[src/rtl/mem_arb_pkg.sv]
// Shared types and constants for the core-memory port arbiter.
// State encoding, requester ids and the word-address width helper.
package mem_arb_pkg;

  typedef enum logic [1:0] {
    IDLE = 2'd0,
    RESP = 2'd1,
    HOLD = 2'd2
  } state_e;

  localparam logic REQ_I = 1'b0;
  localparam logic REQ_D = 1'b1;

  // RAM word-address bits for a given byte-address width
  function automatic int unsigned word_addr_w(input int unsigned addr_w);
    return addr_w - 32'd2;
  endfunction

endpackage

[src/rtl/mem_port_arbiter_if.sv]
// Fetch, load/store and RAM-side signals of the core-memory arbiter.
// slave = arbiter view, master = pipeline/RAM environment view.
interface mem_port_arbiter_if
  import mem_arb_pkg::*;
#(
  parameter int unsigned ADDR_W = 14
);
  localparam int unsigned WA_W = word_addr_w(ADDR_W);

  logic             i_req_valid;
  logic             i_req_ready;
  logic [31:0]      i_req_addr;
  logic             i_resp_valid;
  logic             i_resp_ready;
  logic [31:0]      i_resp_data;

  logic             d_req_valid;
  logic             d_req_ready;
  logic [31:0]      d_req_addr;
  logic [3:0]       d_req_we;
  logic [31:0]      d_req_wdata;
  logic             d_resp_valid;
  logic             d_resp_ready;
  logic [31:0]      d_resp_data;

  logic             mem_en;
  logic [3:0]       mem_we;
  logic [WA_W-1:0]  mem_addr;
  logic [31:0]      mem_wdata;
  logic [31:0]      mem_rdata;

  logic             busy;

  modport slave (
    input  i_req_valid, i_req_addr, i_resp_ready,
    output i_req_ready, i_resp_valid, i_resp_data,
    input  d_req_valid, d_req_addr, d_req_we, d_req_wdata, d_resp_ready,
    output d_req_ready, d_resp_valid, d_resp_data,
    output mem_en, mem_we, mem_addr, mem_wdata,
    input  mem_rdata,
    output busy
  );

  modport master (
    output i_req_valid, i_req_addr, i_resp_ready,
    input  i_req_ready, i_resp_valid, i_resp_data,
    output d_req_valid, d_req_addr, d_req_we, d_req_wdata, d_resp_ready,
    input  d_req_ready, d_resp_valid, d_resp_data,
    input  mem_en, mem_we, mem_addr, mem_wdata,
    output mem_rdata,
    input  busy
  );

endinterface

[src/rtl/mem_arb_pick.sv]
// Combinational winner selection between fetch (I) and load/store (D).
// MEM_ARB_RR_EN: contested grants follow the pref input (round-robin pointer).
module mem_arb_pick
  import mem_arb_pkg::*;
#(
  parameter bit D_PRIO = 1'b1
) (
  input  logic i_valid,
  input  logic d_valid,
`ifdef MEM_ARB_RR_EN
  input  logic pref,
`endif
  output logic win
);

  always_comb begin
    win = REQ_I;
    if (i_valid && d_valid) begin
`ifdef MEM_ARB_RR_EN
      win = pref;
`else
      win = D_PRIO ? REQ_D : REQ_I;
`endif
    end else if (d_valid) begin
      win = REQ_D;
    end
  end

endmodule

[src/rtl/mem_port_arbiter.sv]
// Shares the single-ported core RAM between instruction fetch and load/store.
// Optional MEM_ARB_RR_EN replaces fixed D_PRIO priority with round-robin.
module mem_port_arbiter
  import mem_arb_pkg::*;
#(
  parameter int unsigned ADDR_W = 14,
  parameter bit          D_PRIO = 1'b1
) (
  input  logic              clk,
  input  logic              resetn,
  mem_port_arbiter_if.slave bus
);

  localparam int unsigned WA_W = word_addr_w(ADDR_W);

  state_e          state_q, state_d;
  logic            win_q;
  logic            wr_q;
  logic [31:0]     hold_q;
  logic            win;
  logic            accept;
  logic            resp_valid;
  logic [31:0]     resp_data;
  logic [31:0]     resp_word;
  logic            resp_ready;
  logic            i_ready;
  logic            d_ready;
  logic            mem_en;
  logic [3:0]      mem_we;
  logic [WA_W-1:0] mem_addr;
  logic [31:0]     mem_wdata;
  logic            unused_addr_bits;

`ifdef MEM_ARB_RR_EN
  // Next contested grant goes to this requester; flips away from every winner
  logic pref_q;
`endif

  mem_arb_pick #(.D_PRIO(D_PRIO)) u_pick (
    .i_valid (bus.i_req_valid),
    .d_valid (bus.d_req_valid),
`ifdef MEM_ARB_RR_EN
    .pref    (pref_q),
`endif
    .win     (win)
  );

  assign resp_word  = wr_q ? 32'h0 : bus.mem_rdata;
  assign resp_ready = (win_q == REQ_D) ? bus.d_resp_ready : bus.i_resp_ready;

  // Next state, accept-cycle RAM drive and response muxing
  always_comb begin
    state_d    = state_q;
    accept     = 1'b0;
    i_ready    = 1'b0;
    d_ready    = 1'b0;
    mem_en     = 1'b0;
    mem_we     = 4'h0;
    mem_addr   = '0;
    mem_wdata  = 32'h0;
    resp_valid = 1'b0;
    resp_data  = 32'h0;
    unique case (state_q)
      IDLE: begin
        // resetn gate keeps every output low while reset is held
        if (resetn && (bus.i_req_valid || bus.d_req_valid)) begin
          accept    = 1'b1;
          mem_en    = 1'b1;
          mem_wdata = bus.d_req_wdata;
          state_d   = RESP;
          if (win == REQ_D) begin
            d_ready  = 1'b1;
            mem_we   = bus.d_req_we;
            mem_addr = bus.d_req_addr[ADDR_W-1:2];
          end else begin
            i_ready  = 1'b1;
            mem_addr = bus.i_req_addr[ADDR_W-1:2];
          end
        end
      end
      RESP: begin
        resp_valid = 1'b1;
        resp_data  = resp_word;
        state_d    = resp_ready ? IDLE : HOLD;
      end
      HOLD: begin
        resp_valid = 1'b1;
        resp_data  = hold_q;
        if (resp_ready) state_d = IDLE;
      end
      default: state_d = IDLE;
    endcase
  end

  always_ff @(posedge clk or negedge resetn) begin
    if (!resetn) begin
      state_q <= IDLE;
      win_q   <= REQ_I;
      wr_q    <= 1'b0;
      hold_q  <= 32'h0;
`ifdef MEM_ARB_RR_EN
      pref_q  <= REQ_I;
`endif
    end else begin
      state_q <= state_d;
      if (accept) begin
        win_q  <= win;
        wr_q   <= (win == REQ_D) && (|bus.d_req_we);
`ifdef MEM_ARB_RR_EN
        pref_q <= ~win;
`endif
      end
      if (state_q == RESP) hold_q <= resp_word;
    end
  end

  assign bus.i_req_ready  = i_ready;
  assign bus.d_req_ready  = d_ready;
  assign bus.i_resp_valid = resp_valid && (win_q == REQ_I);
  assign bus.d_resp_valid = resp_valid && (win_q == REQ_D);
  assign bus.i_resp_data  = (win_q == REQ_I) ? resp_data : 32'h0;
  assign bus.d_resp_data  = (win_q == REQ_D) ? resp_data : 32'h0;
  assign bus.mem_en       = mem_en;
  assign bus.mem_we       = mem_we;
  assign bus.mem_addr     = mem_addr;
  assign bus.mem_wdata    = mem_wdata;
  assign bus.busy         = (state_q != IDLE);

  // Sub-word and out-of-range address bits are deliberately ignored
  assign unused_addr_bits = ^{bus.i_req_addr[31:ADDR_W], bus.i_req_addr[1:0],
                              bus.d_req_addr[31:ADDR_W], bus.d_req_addr[1:0]};

endmodule

[src/flat_wrapper.sv]
// flat-port wrapper written by rule: the top's interface ports become plain ports
module mem_port_arbiter_flat import mem_arb_pkg::*;
#(
  parameter int unsigned ADDR_W = 14,
  parameter bit          D_PRIO = 1'b1
)
  (clk, resetn, bus_i_req_valid, bus_i_req_addr, bus_i_resp_ready, bus_i_req_ready, bus_i_resp_valid, bus_i_resp_data, bus_d_req_valid, bus_d_req_addr, bus_d_req_we, bus_d_req_wdata, bus_d_resp_ready, bus_d_req_ready, bus_d_resp_valid, bus_d_resp_data, bus_mem_en, bus_mem_we, bus_mem_addr, bus_mem_wdata, bus_mem_rdata, bus_busy);
  mem_port_arbiter_if #(.ADDR_W(ADDR_W)) bus_i ();
  input  logic clk;
  input  logic resetn;
  input wire logic [$bits(bus_i.i_req_valid)-1:0] bus_i_req_valid;
  input wire logic [$bits(bus_i.i_req_addr)-1:0] bus_i_req_addr;
  input wire logic [$bits(bus_i.i_resp_ready)-1:0] bus_i_resp_ready;
  output wire logic [$bits(bus_i.i_req_ready)-1:0] bus_i_req_ready;
  output wire logic [$bits(bus_i.i_resp_valid)-1:0] bus_i_resp_valid;
  output wire logic [$bits(bus_i.i_resp_data)-1:0] bus_i_resp_data;
  input wire logic [$bits(bus_i.d_req_valid)-1:0] bus_d_req_valid;
  input wire logic [$bits(bus_i.d_req_addr)-1:0] bus_d_req_addr;
  input wire logic [$bits(bus_i.d_req_we)-1:0] bus_d_req_we;
  input wire logic [$bits(bus_i.d_req_wdata)-1:0] bus_d_req_wdata;
  input wire logic [$bits(bus_i.d_resp_ready)-1:0] bus_d_resp_ready;
  output wire logic [$bits(bus_i.d_req_ready)-1:0] bus_d_req_ready;
  output wire logic [$bits(bus_i.d_resp_valid)-1:0] bus_d_resp_valid;
  output wire logic [$bits(bus_i.d_resp_data)-1:0] bus_d_resp_data;
  output wire logic [$bits(bus_i.mem_en)-1:0] bus_mem_en;
  output wire logic [$bits(bus_i.mem_we)-1:0] bus_mem_we;
  output wire logic [$bits(bus_i.mem_addr)-1:0] bus_mem_addr;
  output wire logic [$bits(bus_i.mem_wdata)-1:0] bus_mem_wdata;
  input wire logic [$bits(bus_i.mem_rdata)-1:0] bus_mem_rdata;
  output wire logic [$bits(bus_i.busy)-1:0] bus_busy;
  assign bus_i.i_req_valid = bus_i_req_valid;
  assign bus_i.i_req_addr = bus_i_req_addr;
  assign bus_i.i_resp_ready = bus_i_resp_ready;
  assign bus_i_req_ready = bus_i.i_req_ready;
  assign bus_i_resp_valid = bus_i.i_resp_valid;
  assign bus_i_resp_data = bus_i.i_resp_data;
  assign bus_i.d_req_valid = bus_d_req_valid;
  assign bus_i.d_req_addr = bus_d_req_addr;
  assign bus_i.d_req_we = bus_d_req_we;
  assign bus_i.d_req_wdata = bus_d_req_wdata;
  assign bus_i.d_resp_ready = bus_d_resp_ready;
  assign bus_d_req_ready = bus_i.d_req_ready;
  assign bus_d_resp_valid = bus_i.d_resp_valid;
  assign bus_d_resp_data = bus_i.d_resp_data;
  assign bus_mem_en = bus_i.mem_en;
  assign bus_mem_we = bus_i.mem_we;
  assign bus_mem_addr = bus_i.mem_addr;
  assign bus_mem_wdata = bus_i.mem_wdata;
  assign bus_i.mem_rdata = bus_mem_rdata;
  assign bus_busy = bus_i.busy;
  mem_port_arbiter #(.ADDR_W(ADDR_W), .D_PRIO(D_PRIO)) u_core (.clk(clk), .resetn(resetn), .bus(bus_i));
endmodule
[config.mk]
export PLATFORM = sky130hd
export DESIGN_NAME = mem_port_arbiter_flat
export DESIGN_NICKNAME = d
export VERILOG_FILES = /design/src/rtl/mem_arb_pkg.sv /design/src/rtl/mem_port_arbiter_if.sv /design/src/rtl/mem_arb_pick.sv /design/src/rtl/mem_port_arbiter.sv /design/src/flat_wrapper.sv
export SDC_FILE = /design/constraint.sdc
export NUM_CORES = 1
export LEC_CHECK = 0
export CAP_MARGIN = 10
export CELL_PAD_IN_SITES_DETAIL_PLACEMENT = 1
export CELL_PAD_IN_SITES_GLOBAL_PLACEMENT = 1
export CORE_ASPECT_RATIO = 2
export CORE_MARGIN = 8
export CORE_UTILIZATION = 20
export CTS_CLUSTER_DIAMETER = 100
export DETAILED_ROUTE_END_ITERATION = 6
export PLACE_DENSITY_LB_ADDON = 0.1
export REMOVE_ABC_BUFFERS = 1
export SYNTH_ARGS = -nofsm -noshare
export SYNTH_HDL_FRONTEND = slang
export SYNTH_SLANG_ARGS = --single-unit
[constraint.sdc]
create_clock -name clk -period 3.85 [get_ports clk]
set_input_delay 0.77 -clock clk [delete_from_list [all_inputs] [get_ports clk]]
set_output_delay 0.77 -clock clk [all_outputs]
set_load 0.005 [all_outputs]
==> results.tsv <==
metric	value	unit
Critical Path Slowest Stage Cell	clkdlybuf4s50_1	
CTS root buf	clkbuf_16	
DRT iter0 DRCs	95	
xor/xnor share of the synthesized area	0	%
Max Clock Skew	0.005907	ns
CTS Hold Buffers Added	0	
Slew Viols, Final	0	
CP most frequent cell	clkdlybuf4s50_1	
clock-pin slew on the worst setup and hold paths	0.05	ns
Avg Cell Area, Syn	7.489	um2
Netlist cell types	26	
P&R area growth vs syn	98.20	%
mux cell area share after synthesis	0.3990	%
CP top delay family	buffers and inverters	
vias post-DR	2999	
worst-path cell chain	clkdlybuf4s50_1, and3_1, a22o_1, clkdlybuf4s50_1	
largest family of logic cells by synthesized area	simple AND/OR/NAND/NOR gates	
I/O pin total	256	
H-tree levels	2	
post-CTS sizing	0	
DIE WIDTH	95.20	um
total gr overflow	0	
die height	174.4	um
critical path class	in2out	
vias in the first global route	3189	
crit path buf inv count	2	
wl on met1	4462	um
CTS Buffer Depth	2	
FP Rows	58	
synthesized area	0.002509	mm2
Peak VDD IR	273.9	uV
min Tclk post-route	3.469	ns
Clock Latency Late Sink	0.27	ns
Routed WL	11920	um
status	completed	
worst-path fanout max	15	
crit start category	input pin	
Req. time, crit path	3.08	ns
clock sink count	36	
CTS tree	built	
post-synthesis register bit count	36	
max-cap check violation count	0	
total core area	0.01241	mm2
hpwl dp	9948	um
period utilization	90.10	%
Setup crit end kind	primary output	
Initial Util	20.22	%
met3 wire length	2056	um
post-layout util	40.07	%
first-pass GRT wire length	18150	um
GRT Total Usage	13.90	%
Final #Nets	682	
largest net degree at the start of global routing	39	
Power Density	470.9	mW/mm2
first-pass iteration count of the detailed router	4	
slew margin rel.	61.79	%
Ant. Diodes	0	
vias per cell	4.334	
met2 WL	5326	um
wire length per cell	17.23	um
post-synthesis compound-gate area fraction	23.04	%
Setup TNS	0	ns
die area	0.01660	mm2
Top Layer Used	met4	
fraction of the mapped netlist area in adder cells	1.496	%
register area share after synthesis	35.91	%
Final Hold Fails	0	
final setup fails	0	
critical path arrival	2.70	ns
synth warn	0	
Worst Hold Class	reg2reg	
initial antenna violation count	0	
number of buffers created by CTS	5	
Worst Max-Slew Pin Slew	0.5718	ns
Cells after Synth	335	
Fmax achieved	0.2883	GHz
ANT nets after route	0	
DRC errors left	0	
post-synthesis simple-gate area fraction	26.48	%
post-CTS setup buffers	0	
PortBufs	215	
RSZ-0062 raised after global routing	no	
ratio of cells with drive above 1 in the final layout	4.982	%
GP Congestion	0.7728	
Leak	0.001925	uW
Worst path max stage delay	0.61	ns
## per-stage QoR
stage | cell area (um2) | worst slack [ns] | power [uW] | instances | hold WS (ns)
2_1_floorplan | 2333 | 0.5013 | 1160 | 308 | 0.4744
3_3_place_gp | 4790 | 0.4050 | 1868 | 684 | 0.5119
3_5_place_dp | 4790 | 0.3758 | 1884 | 684 | 0.5196
4_1_cts | 4972 | 0.3685 | 2398 | 692 | 0.5303
5_1_grt | 4972 | 0.2740 | 2543 | 692 | 0.5528
6_report | 4972 | 0.3812 | 2342 | 692 | 0.5245
## power breakdown
group	leakage (uW)	switching, uW	internal, uW
combinational	0.00137	625	614
sequential	0.000462	84.2	528
clock	0.0000901	149	341
total	0.00193	859	1480
## flip-flops by register name, summed over array words and instances (netlist names)
register,cells
u_core.hold_q,32
u_core.state_q,2
u_core.win_q,1
u_core.wr_q,1
## cell type report
cell class / instances / area, um2
clock inverters: 1 / 30.03
clock buffers: 7 / 152.6
fillers: 1449 / 7437
well taps: 150 / 187.7
flip-flops and latches: 36 / 900.9
multi-input cells: 234 / 1291
repair buffers: 226 / 2267
inverters: 38 / 142.6
## cells in the final DEF, fill, tap and decap left out, types with 2 or more instances in the layout
| master | Yosys | final |
|---|---|---|
| clkbuf_8 | 0 | 2 |
| clkbuf_16 | 0 | 5 |
| dfrtp_1 | 36 | 36 |
| clkdlybuf4s50_1 | 0 | 214 |
| nor2_1 | 69 | 69 |
| and2_1 | 37 | 37 |
| a22o_1 | 9 | 9 |
| nand2_1 | 35 | 35 |
| a22oi_2 | 5 | 5 |
| ha_1 | 3 | 3 |
| o21ai_0 | 34 | 34 |
| inv_1 | 38 | 38 |
| buf_12 | 0 | 3 |
| buf_4 | 5 | 8 |
| a22oi_1 | 31 | 31 |
## worst min-delay path: stages (launching register included)
cell     delay [ns]
dfrtp_1        0.37
inv_1          0.05
o21ai_0        0.06
## layer usage
layer / track usage [%] / vias to the layer above
li1: - / 1492
met1: 15.28 / 1359
met2: 21.74 / 144
met3: 9.248 / 4
met4: 2.426 / 0
met5: 0 / -
## cells in the mapped netlist (all sizes together)
master | number | area [um2]
nand2b | 1 | 6.260
and3 | 1 | 6.260
nor2 | 69 | 259.0
nor2b | 2 | 15.02
and2 | 37 | 231.5
o22ai | 1 | 6.260
and2b | 1 | 7.510
a22oi | 36 | 295.3
mux2i | 1 | 10.01
clkbuf | 10 | 40.04
a22o | 9 | 78.83
buf | 17 | 135.1
inv | 38 | 142.6
ha | 3 | 37.54
nand3b | 1 | 7.510
dfrtp | 36 | 900.9
o211a | 1 | 10.01
nand2 | 35 | 131.4
o41ai | 1 | 8.760
o21ai | 34 | 170.2
o2bb2ai | 1 | 8.760
## cells by family (layout without fill, tap and decap cells)
family,after synthesis,count (layout)
muxes,1,1
adders and majority gates,3,3
buffers and inverters,65,272
AOI/OAI and AO/OA,83,83
and+or+nand+nor,147,147
DFF,36,36
## worst paths after layout
path	start	endpoint	slack, ns	depth (start not counted)
setup / recovery	bus_d_req_valid	bus_mem_addr[3]	0.38	4
hold / removal	u_core.hold_q[7]	u_core.hold_q[7]	0.52	2
setup reg to reg	u_core.state_q[0]	u_core.wr_q	2.17	5
hold reg to reg	u_core.hold_q[7]	u_core.hold_q[7]	0.52	2
max in group asynchronous	resetn	u_core.hold_q[16]	2.89	2
min in group asynchronous	resetn	u_core.hold_q[9]	0.62	2
(Power assumes the default switching activity.)
